[src/rtl/motor_cmd_pkg.sv]
// Shared constants for the motor command sequencer: FSM encoding, default
// timing parameters, speed-level limits and small speed-arithmetic helpers.
package motor_cmd_pkg;

    localparam logic [1:0] ST_IDLE = 2'd0;
    localparam logic [1:0] ST_RUN  = 2'd1;
    localparam logic [1:0] ST_DEAD = 2'd2;

    localparam logic [19:0] DEB_CYCLES_DEF  = 20'd20000;
    localparam logic [19:0] DEAD_CYCLES_DEF = 20'd50000;
    localparam logic [19:0] RAMP_CYCLES_DEF = 20'd10000;

    localparam logic [2:0] SPEED_MIN = 3'd0;
    localparam logic [2:0] SPEED_MAX = 3'd7;

    typedef struct packed {
        logic run;
        logic dir;
        logic up;
        logic dn;
    } key_evt_t;

    // Saturating target adjust; simultaneous up and down cancel each other.
    function automatic logic [2:0] tgt_adjust(input logic [2:0] tgt,
                                              input logic up, input logic dn);
        logic [2:0] res;
        res = tgt;
        if (up && !dn && tgt != SPEED_MAX)
            res = tgt + 3'd1;
        else if (dn && !up && tgt != SPEED_MIN)
            res = tgt - 3'd1;
        return res;
    endfunction

    function automatic logic [2:0] step_toward(input logic [2:0] cur,
                                               input logic [2:0] tgt);
        logic [2:0] res;
        res = cur;
        if (cur < tgt)
            res = cur + 3'd1;
        else if (cur > tgt)
            res = cur - 3'd1;
        return res;
    endfunction

endpackage

[src/rtl/key_debounce.sv]
// Two-flop synchroniser, stable-time debounce and registered press pulse for
// one active-low push-button.
module key_debounce
    import motor_cmd_pkg::*;
#(
    parameter logic [19:0] DEB_CYCLES = DEB_CYCLES_DEF
) (
    input  logic div100_clk,
    input  logic s_rst_n,
    input  logic key_n,
    output logic press
);

    logic        sync_1;
    logic        sync_2;
    logic        level;
    logic        level_d;
    logic [19:0] stable_cnt;

    // NOTE: sequential state uses non-blocking assignments so every flop
    // samples the pre-edge values of its neighbours.
    always_ff @(posedge div100_clk or negedge s_rst_n) begin
        if (!s_rst_n) begin
            sync_1     <= 1'b1;
            sync_2     <= 1'b1;
            level      <= 1'b1;
            level_d    <= 1'b1;
            stable_cnt <= '0;
            press      <= 1'b0;
        end else begin
            sync_1  <= key_n;
            sync_2  <= sync_1;
            level_d <= level;
            press   <= level_d & ~level;
            if (sync_2 != level) begin
                if (stable_cnt == DEB_CYCLES - 20'd1) begin
                    level      <= sync_2;
                    stable_cnt <= '0;
                end else begin
                    stable_cnt <= stable_cnt + 20'd1;
                end
            end else begin
                stable_cnt <= '0;
            end
        end
    end

endmodule

[src/rtl/motor_cmd_seq.sv]
// Motor command sequencer: debounced keys drive an IDLE/RUN/DEAD FSM with
// reversal dead-time and speed target. MOTOR_SOFT_START_EN selects ramped speed.
module motor_cmd_seq
    import motor_cmd_pkg::*;
#(
    parameter logic [19:0] DEB_CYCLES  = DEB_CYCLES_DEF,
    parameter logic [19:0] DEAD_CYCLES = DEAD_CYCLES_DEF,
    parameter logic [19:0] RAMP_CYCLES = RAMP_CYCLES_DEF
) (
    input  logic       div100_clk,
    input  logic       s_rst_n,
    input  logic       key_run_n,
    input  logic       key_dir_n,
    input  logic       key_up_n,
    input  logic       key_dn_n,
    output logic       enable,
    output logic       direct,
    output logic [2:0] cnt,
    output logic       busy
);

    logic       run_p, dir_p, up_p, dn_p;
    key_evt_t   evt;

    key_debounce #(.DEB_CYCLES(DEB_CYCLES)) u_deb_run (
        .div100_clk(div100_clk), .s_rst_n(s_rst_n), .key_n(key_run_n), .press(run_p));
    key_debounce #(.DEB_CYCLES(DEB_CYCLES)) u_deb_dir (
        .div100_clk(div100_clk), .s_rst_n(s_rst_n), .key_n(key_dir_n), .press(dir_p));
    key_debounce #(.DEB_CYCLES(DEB_CYCLES)) u_deb_up (
        .div100_clk(div100_clk), .s_rst_n(s_rst_n), .key_n(key_up_n), .press(up_p));
    key_debounce #(.DEB_CYCLES(DEB_CYCLES)) u_deb_dn (
        .div100_clk(div100_clk), .s_rst_n(s_rst_n), .key_n(key_dn_n), .press(dn_p));

    assign evt = '{run: run_p, dir: dir_p, up: up_p, dn: dn_p};

    logic [1:0]  state, state_nxt;
    logic        direct_nxt;
    logic [2:0]  cnt_nxt, tgt, tgt_nxt, entry_cnt;
    logic [19:0] dead_cnt, dead_nxt;
`ifdef MOTOR_SOFT_START_EN
    logic [19:0] ramp_tmr, ramp_nxt;
    assign entry_cnt = SPEED_MIN;
`else
    assign entry_cnt = tgt;
`endif

    // NOTE: every always_comb output gets a default first, so no path can
    // leave a signal unassigned and infer a latch.
    always_comb begin
        state_nxt  = state;
        direct_nxt = direct;
        cnt_nxt    = cnt;
        tgt_nxt    = tgt;
        dead_nxt   = dead_cnt;
`ifdef MOTOR_SOFT_START_EN
        ramp_nxt   = ramp_tmr;
`endif
        // Run and dir outrank speed keys; a lost up/down press is discarded.
        if (!evt.run && !evt.dir)
            tgt_nxt = tgt_adjust(tgt, evt.up, evt.dn);

        case (state)
            ST_IDLE: begin
                cnt_nxt  = SPEED_MIN;
                dead_nxt = '0;
                if (evt.run) begin
                    state_nxt = ST_RUN;
                    cnt_nxt   = entry_cnt;
`ifdef MOTOR_SOFT_START_EN
                    ramp_nxt  = '0;
`endif
                end else if (evt.dir) begin
                    direct_nxt = ~direct;
                end
            end
            ST_RUN: begin
                if (evt.run) begin
                    state_nxt = ST_IDLE;
                    cnt_nxt   = SPEED_MIN;
                end else if (evt.dir) begin
                    state_nxt = ST_DEAD;
                    cnt_nxt   = SPEED_MIN;
                    dead_nxt  = '0;
                end else begin
`ifdef MOTOR_SOFT_START_EN
                    if (ramp_tmr == RAMP_CYCLES - 20'd1) begin
                        ramp_nxt = '0;
                        cnt_nxt  = step_toward(cnt, tgt);
                    end else begin
                        ramp_nxt = ramp_tmr + 20'd1;
                    end
`else
                    cnt_nxt = tgt;
`endif
                end
            end
            ST_DEAD: begin
                cnt_nxt = SPEED_MIN;
                if (evt.run) begin
                    state_nxt = ST_IDLE;
                    dead_nxt  = '0;
                end else if (dead_cnt == DEAD_CYCLES - 20'd1) begin
                    // Motor is still disabled here, so flipping direction is safe.
                    state_nxt  = ST_RUN;
                    direct_nxt = ~direct;
                    dead_nxt   = '0;
                    cnt_nxt    = entry_cnt;
`ifdef MOTOR_SOFT_START_EN
                    ramp_nxt   = '0;
`endif
                end else begin
                    dead_nxt = dead_cnt + 20'd1;
                end
            end
            default: begin
                state_nxt = ST_IDLE;
                cnt_nxt   = SPEED_MIN;
                dead_nxt  = '0;
            end
        endcase
    end

    always_ff @(posedge div100_clk or negedge s_rst_n) begin
        if (!s_rst_n) begin
            state    <= ST_IDLE;
            enable   <= 1'b0;
            busy     <= 1'b0;
            direct   <= 1'b0;
            cnt      <= SPEED_MIN;
            tgt      <= SPEED_MIN;
            dead_cnt <= '0;
`ifdef MOTOR_SOFT_START_EN
            ramp_tmr <= '0;
`endif
        end else begin
            state    <= state_nxt;
            enable   <= (state_nxt == ST_RUN);
            busy     <= (state_nxt == ST_DEAD);
            direct   <= direct_nxt;
            cnt      <= cnt_nxt;
            tgt      <= tgt_nxt;
            dead_cnt <= dead_nxt;
`ifdef MOTOR_SOFT_START_EN
            ramp_tmr <= ramp_nxt;
`endif
        end
    end

endmodule
[config.mk]
export PLATFORM = sky130hd
export DESIGN_NAME = motor_cmd_seq
export DESIGN_NICKNAME = d
export VERILOG_FILES = /design/src/rtl/motor_cmd_pkg.sv /design/src/rtl/key_debounce.sv /design/src/rtl/motor_cmd_seq.sv
export SDC_FILE = /design/constraint.sdc
export NUM_CORES = 1
export LEC_CHECK = 0
export BUFFER_PORTS_ARGS = -buffer_cell sky130_fd_sc_hd__buf_2
export CAP_MARGIN = 20
export CORE_ASPECT_RATIO = 0.75
export CORE_MARGIN = 10
export CORE_UTILIZATION = 29
export DETAILED_ROUTE_END_ITERATION = 12
export GPL_ROUTABILITY_DRIVEN = 0
export PLACE_DENSITY = 0.5
export REMOVE_ABC_BUFFERS = 1
export SETUP_SLACK_MARGIN = 0.02
export SLEW_MARGIN = 10
export SYNTH_ARGS = -nofsm -noshare
export SYNTH_HDL_FRONTEND = slang
export SYNTH_HIERARCHICAL = 1
export SYNTH_SLANG_ARGS = --single-unit
[constraint.sdc]
create_clock -name div100_clk -period 2.3 [get_ports div100_clk]
set_input_delay 0.345 -clock div100_clk [delete_from_list [all_inputs] [get_ports div100_clk]]
set_output_delay 0.345 -clock div100_clk [all_outputs]
set_load 0.05 [all_outputs]
# Word level (Yosys, flattened, before mapping)
# Index checks and enable logic that the tools add are counted.
[totals]
word_cells = 119
out_inout_bits = 6
register_bits = 131
[classes]
bitwise = 9
n_reduce_logical = 20
mux = 32
eq_ne = 20
add_sub_neg = 7
[op_table]
columns = ["operator", "n"]
rows = [
  ["$mux W20", 12],
  ["$add A20 B1 Y20 const B", 5],
  ["$eq A20 B15 Y1 const B", 4],
  ["$pmux W20 S2", 1],
  ["$mux W3", 7],
  ["$eq A20 B16 Y1 const B", 1],
  ["$reduce_and A2 Y1", 6],
  ["$mux W2", 5],
  ["$pmux W3 S3", 1],
  ["$ne A2 B2 Y1 const B", 4],
  ["$pmux W2 S3", 1],
  ["$logic_and A1 B1 Y1", 5],
  ["$not A1 Y1", 5],
  ["$reduce_and A5 Y1", 1],
  ["$and A1 B1 Y1", 4],
  ["$eq A2 B1 Y1 const B", 2],
  ["$eq A2 B2 Y1 const B", 2],
  ["$logic_not A1 Y1", 4],
  ["$mux W1", 4],
  ["$ne A1 B1 Y1", 4],
  ["$ne A2 B1 Y1 const B", 2],
  ["$reduce_bool A2 Y1", 2],
  ["$add A3 B1 Y3 const B", 1],
  ["$ne A3 B3 Y1 const B", 1],
  ["other kinds (4)", 4],
]

# Longest topological paths before layout
[logic_depth]
ltp_word = 5
ltp_mapped = 7
ltp_nobuf = 6

# Hierarchy
# Netlist, hierarchy kept.
[by_module_without_submodules]
columns = ["module", "cells_per_inst", "instances", "area_each_um2"]
rows = [
  ["key_debounce", 114, 4, 1178.6],
  ["motor_cmd_seq", 179, 1, 1685.4],
]

# Worst setup path after synthesis
# No wires, ideal clock.
[synth_path]
path_kind = "reg-to-reg"
from = "register u_deb_dir.stable_cnt[13]"
to = "register u_deb_dir.stable_cnt[11]"
t_arrival_ps = 1882
stages_incl_launch_ff = 6
setup_slack_ps = 300
path_buffers = 1
cell_sequence = "dfrtp_1 > or4_2 > or4_4 > o21bai_4 > buf_6 > nor2_1"
[synth_via]
elab_chain_cells = 3
[synth_lines]
columns = ["element", "line_no", "source"]
rows = [
  ["from (decl)", "key_debounce.sv:18", "logic [19:0] stable_cnt;"],
  ["from (signal assigned)", "key_debounce.sv:40", "stable_cnt <= stable_cnt + 20'd1;"],
  ["$eq A20 B15 Y1", "key_debounce.sv:36", "if (stable_cnt == DEB_CYCLES - 20'd1) begin"],
  ["$mux W20", "key_debounce.sv:36", ""],
  ["$mux W20", "key_debounce.sv:35", "if (sync_2 != level) begin"],
]
# Every way passes these cells.
# A chain may end at the register's enable or synchronous reset.

# Worst setup path after layout
[layout_path]
from = "register u_deb_up.stable_cnt[16]"
to = "register u_deb_up.stable_cnt[12]"
[layout_via]
elab_chain_cells = 3
[layout_lines]
columns = ["element", "line_no"]
rows = [
  ["from (decl)", "key_debounce.sv:18"],
  ["from (signal assigned)", "key_debounce.sv:40"],
  ["$eq A20 B15 Y1", "key_debounce.sv:36"],
  ["$mux W20", "key_debounce.sv:36"],
  ["$mux W20", "key_debounce.sv:35"],
]
# Every way passes these cells.

==> flow_summary.json <==
{
  "met3_usage": 0.0343,
  "layout-drive-gt1-share": 0.162,
  "grt.overflow.total": 0,
  "grt_pass1_wl_mm": 22.8,
  "wl_per_cell_um": 13.6,
  "syn_area_per_cell_um2": 10.1,
  "synth-seq-area-share": 0.515,
  "power_density_nw_per_um2": 697,
  "num_vias": 4740,
  "fin_crit_ns": 2.17,
  "drt_iter0_drc": 302,
  "synth_top_flop_cell": "dfrtp_1",
  "first_pass_iters": 4,
  "netlist-cell-type-count": 50,
  "syn_to_final_growth_pct": 18.7,
  "yosys_warnings": 6,
  "maxCapViolations": 0,
  "chipHeight_um": 149,
  "hold_violations": 0,
  "setup_viol": 0,
  "postPlaceCellArea_um2": 6950,
  "crit_path_end_kind": "flop",
  "grt_usage": 0.0978,
  "hp-start": "key_run_n",
  "met2_usage": 0.137,
  "die_area_um2": 28500,
  "core_area_um2": 21400,
  "min_period_over_period": 0.944,
  "grt_pass1_vias": 4571,
  "cts-root-buf": "clkbuf_16",
  "drc_errors": 0,
  "placementRows": 46,
  "clk_path_buf_depth": 2,
  "syn_inst": 635,
  "startpoint": "u_deb_up/stable_cnt[16]",
  "final_max_slew_viol_count": 0,
  "syn_area_um2": 6400,
  "skew_ns": 0.00694,
  "worst_slew_pin_slew_ns": 0.548,
  "maxSlewHeadroom": 0.635,
  "cts_buffers": 17,
  "fin_setup_tns_ns": 0,
  "clkTransAtPathRegs_ns": 0.06,
  "synth_edf_count": 0,
  "clkLatencyLatePin_ns": 0.41,
  "final_cells": 979,
  "viasPerCell": 4.84,
  "setup.worst_path.start_class": "flop",
  "antenna_cells": 0,
  "wl_mm": 13.3,
  "place_hpwl_mm": 9.18,
  "met1_usage": 0.138,
  "cts_max_level": 4,
  "ys_async_sr_fraction": 1.00,
  "io_pins": 12,
  "antenna_found_initial": 0,
  "clock_sinks": 131,
  "cp_max_fo": 17,
  "synth_seq_cells": 131,
  "rsz0062_at_grt": "no",
  "initial_utilization": 0.299,
  "status": "finished clean",
  "cp.required_ns": 2.57,
  "cts_tree": "yes",
  "p_leak_uw": 0.00306,
  "worst-setup-path-type": "reg2reg",
  "finalNetCount": 690,
  "post-route-util": 0.355,
  "finalInstanceArea_um2": 7600,
  "reg2reg_from": "u_deb_up/stable_cnt[16]",
  "antenna_left": 0,
  "top_usage_layer": "met1",
  "arrival_ns": 2.44,
  "grt_max_degree": 54,
  "hold_class": "in2reg",
  "ir_drop_v": 0.000399,
  "fmax_mhz": 460,
  "placedCellCount": 945,
  "numPortBuffers": 11,
  "fp.dieW_um": 192
}
==> cell usage after synthesis, types with 6 or more instances <==
library cell / number / area share
nor3_1: 14 / 0.011
dfrtp_1: 115 / 0.45
nor2_1: 104 / 0.061
or3_1: 10 / 0.0098
nand2_1: 36 / 0.021
and2_1: 6 / 0.0059
buf_6: 6 / 0.011
o21ai_0: 20 / 0.016
a21oi_1: 20 / 0.016
a2111oi_0: 8 / 0.011
dfstp_2: 16 / 0.066
inv_1: 30 / 0.018
nand3_1: 37 / 0.029
xor2_1: 11 / 0.015
nand4_1: 18 / 0.018
mux2_2: 6 / 0.011
xnor2_1: 60 / 0.082
and3_1: 8 / 0.0078
or4_1: 13 / 0.015
nor4_1: 25 / 0.024
==> critical path, cell delays in order (launching register included) <==
cell	delay (ns)
dfrtp_1	0.43
or4b_1	0.53
or4_4	0.57
o21bai_4	0.40
nor2_1	0.10
==> power by group <==
part / switching (uW) / internal (uW) / leakage (uW)
Clock: 978 / 1820 / 0.000296
Combinational: 88.1 / 47.3 / 0.000995
Sequential: 20.5 / 2340 / 0.00176
Total: 1090 / 4200 / 0.00306
==> cell type report <==
type                            instances  area [um^2]
Fill cell                            2141        13800
Sequential cell                       131         3300
Multi-Input combinational cell        461         2890
Clock buffer                           24          492
Tap cell                              288          360
Timing Repair Buffer                   37          322
Clock inverter                          8          124
Inverter                               30          113
==> final timing paths <==
check	endpoint	slack (ns)	cells past startpoint
max	u_deb_up/stable_cnt[12]	0.13	4
max in group asynchronous	u_deb_up/sync_2	1.13	3
max reg2reg	u_deb_up/stable_cnt[12]	0.13	4
min	u_deb_run/sync_1	0.03	1
min in group asynchronous	cnt[0]	0.48	2
min reg2reg	u_deb_up/sync_2	0.36	0
==> layout by cell type, fill, tap and decap left out, drive strengths merged, types with 10 or more instances in the layout <==
cell type,n
dfstp,16
or3,10
xnor2,60
clkbuf,24
nand4,22
buf,36
nor4,25
nor2,104
or4,21
dfrtp,115
o21ai,21
nand3,38
nand2,36
inv,30
nor3,15
a21oi,20
xor2,11
==> registers in the layout, indices dropped and copies added, names as in the netlist, 2 cells and up <==
| signal | flops |
|---|---|
| u_deb_dn/stable_cnt | 20 |
| u_deb_run/stable_cnt | 20 |
| dead_cnt | 20 |
| cnt | 3 |
| state | 2 |
| entry_cnt | 3 |
| u_deb_up/stable_cnt | 20 |
| u_deb_dir/stable_cnt | 20 |
==> logic make-up (layout without fill, tap and decap cells) <==
logic type | Yosys count | in the layout | share of synthesized area
simple gates | 307 | 307 | 0.254
flops | 131 | 131 | 0.515
xor+xnor | 71 | 71 | 0.0972
compound gates | 69 | 69 | 0.0739
buf+inv | 43 | 99 | 0.0334
mux | 8 | 8 | 0.0137
fa+ha+maj | 6 | 6 | 0.0129
==> repair_timing <==
| item | in CTS | in global routing |
|---|---|---|
| hold buffers | 1 | 0 |
| endpoints found under the setup margin | 0 | 8 |
| hold endpoints to repair | 47 | 0 |
| buffers inserted | 0 | 1 |
| resized for setup | 0 | 0 |
==> metrics by stage <==
stage / hold slack (ns) / setup WS (ns) / power (uW)
final: 0.0292 / 0.128 / 5290
after global routing: 0.00323 / 0.0278 / 5520
after CTS: 0.00410 / 0.0877 / 5380
after detailed placement: 0.350 / 0.100 / 2530
after global placement: 0.347 / 0.161 / 2530
after floorplan: 0.0494 / 0.304 / 2440
==> per-layer routing <==
metal	share of wire	up-vias
li1	-	2325
met1	0.53	2335
met2	0.42	70
met3	0.041	10
met4	0.0087	0
met5	0	-
(Power assumes the default switching activity.)
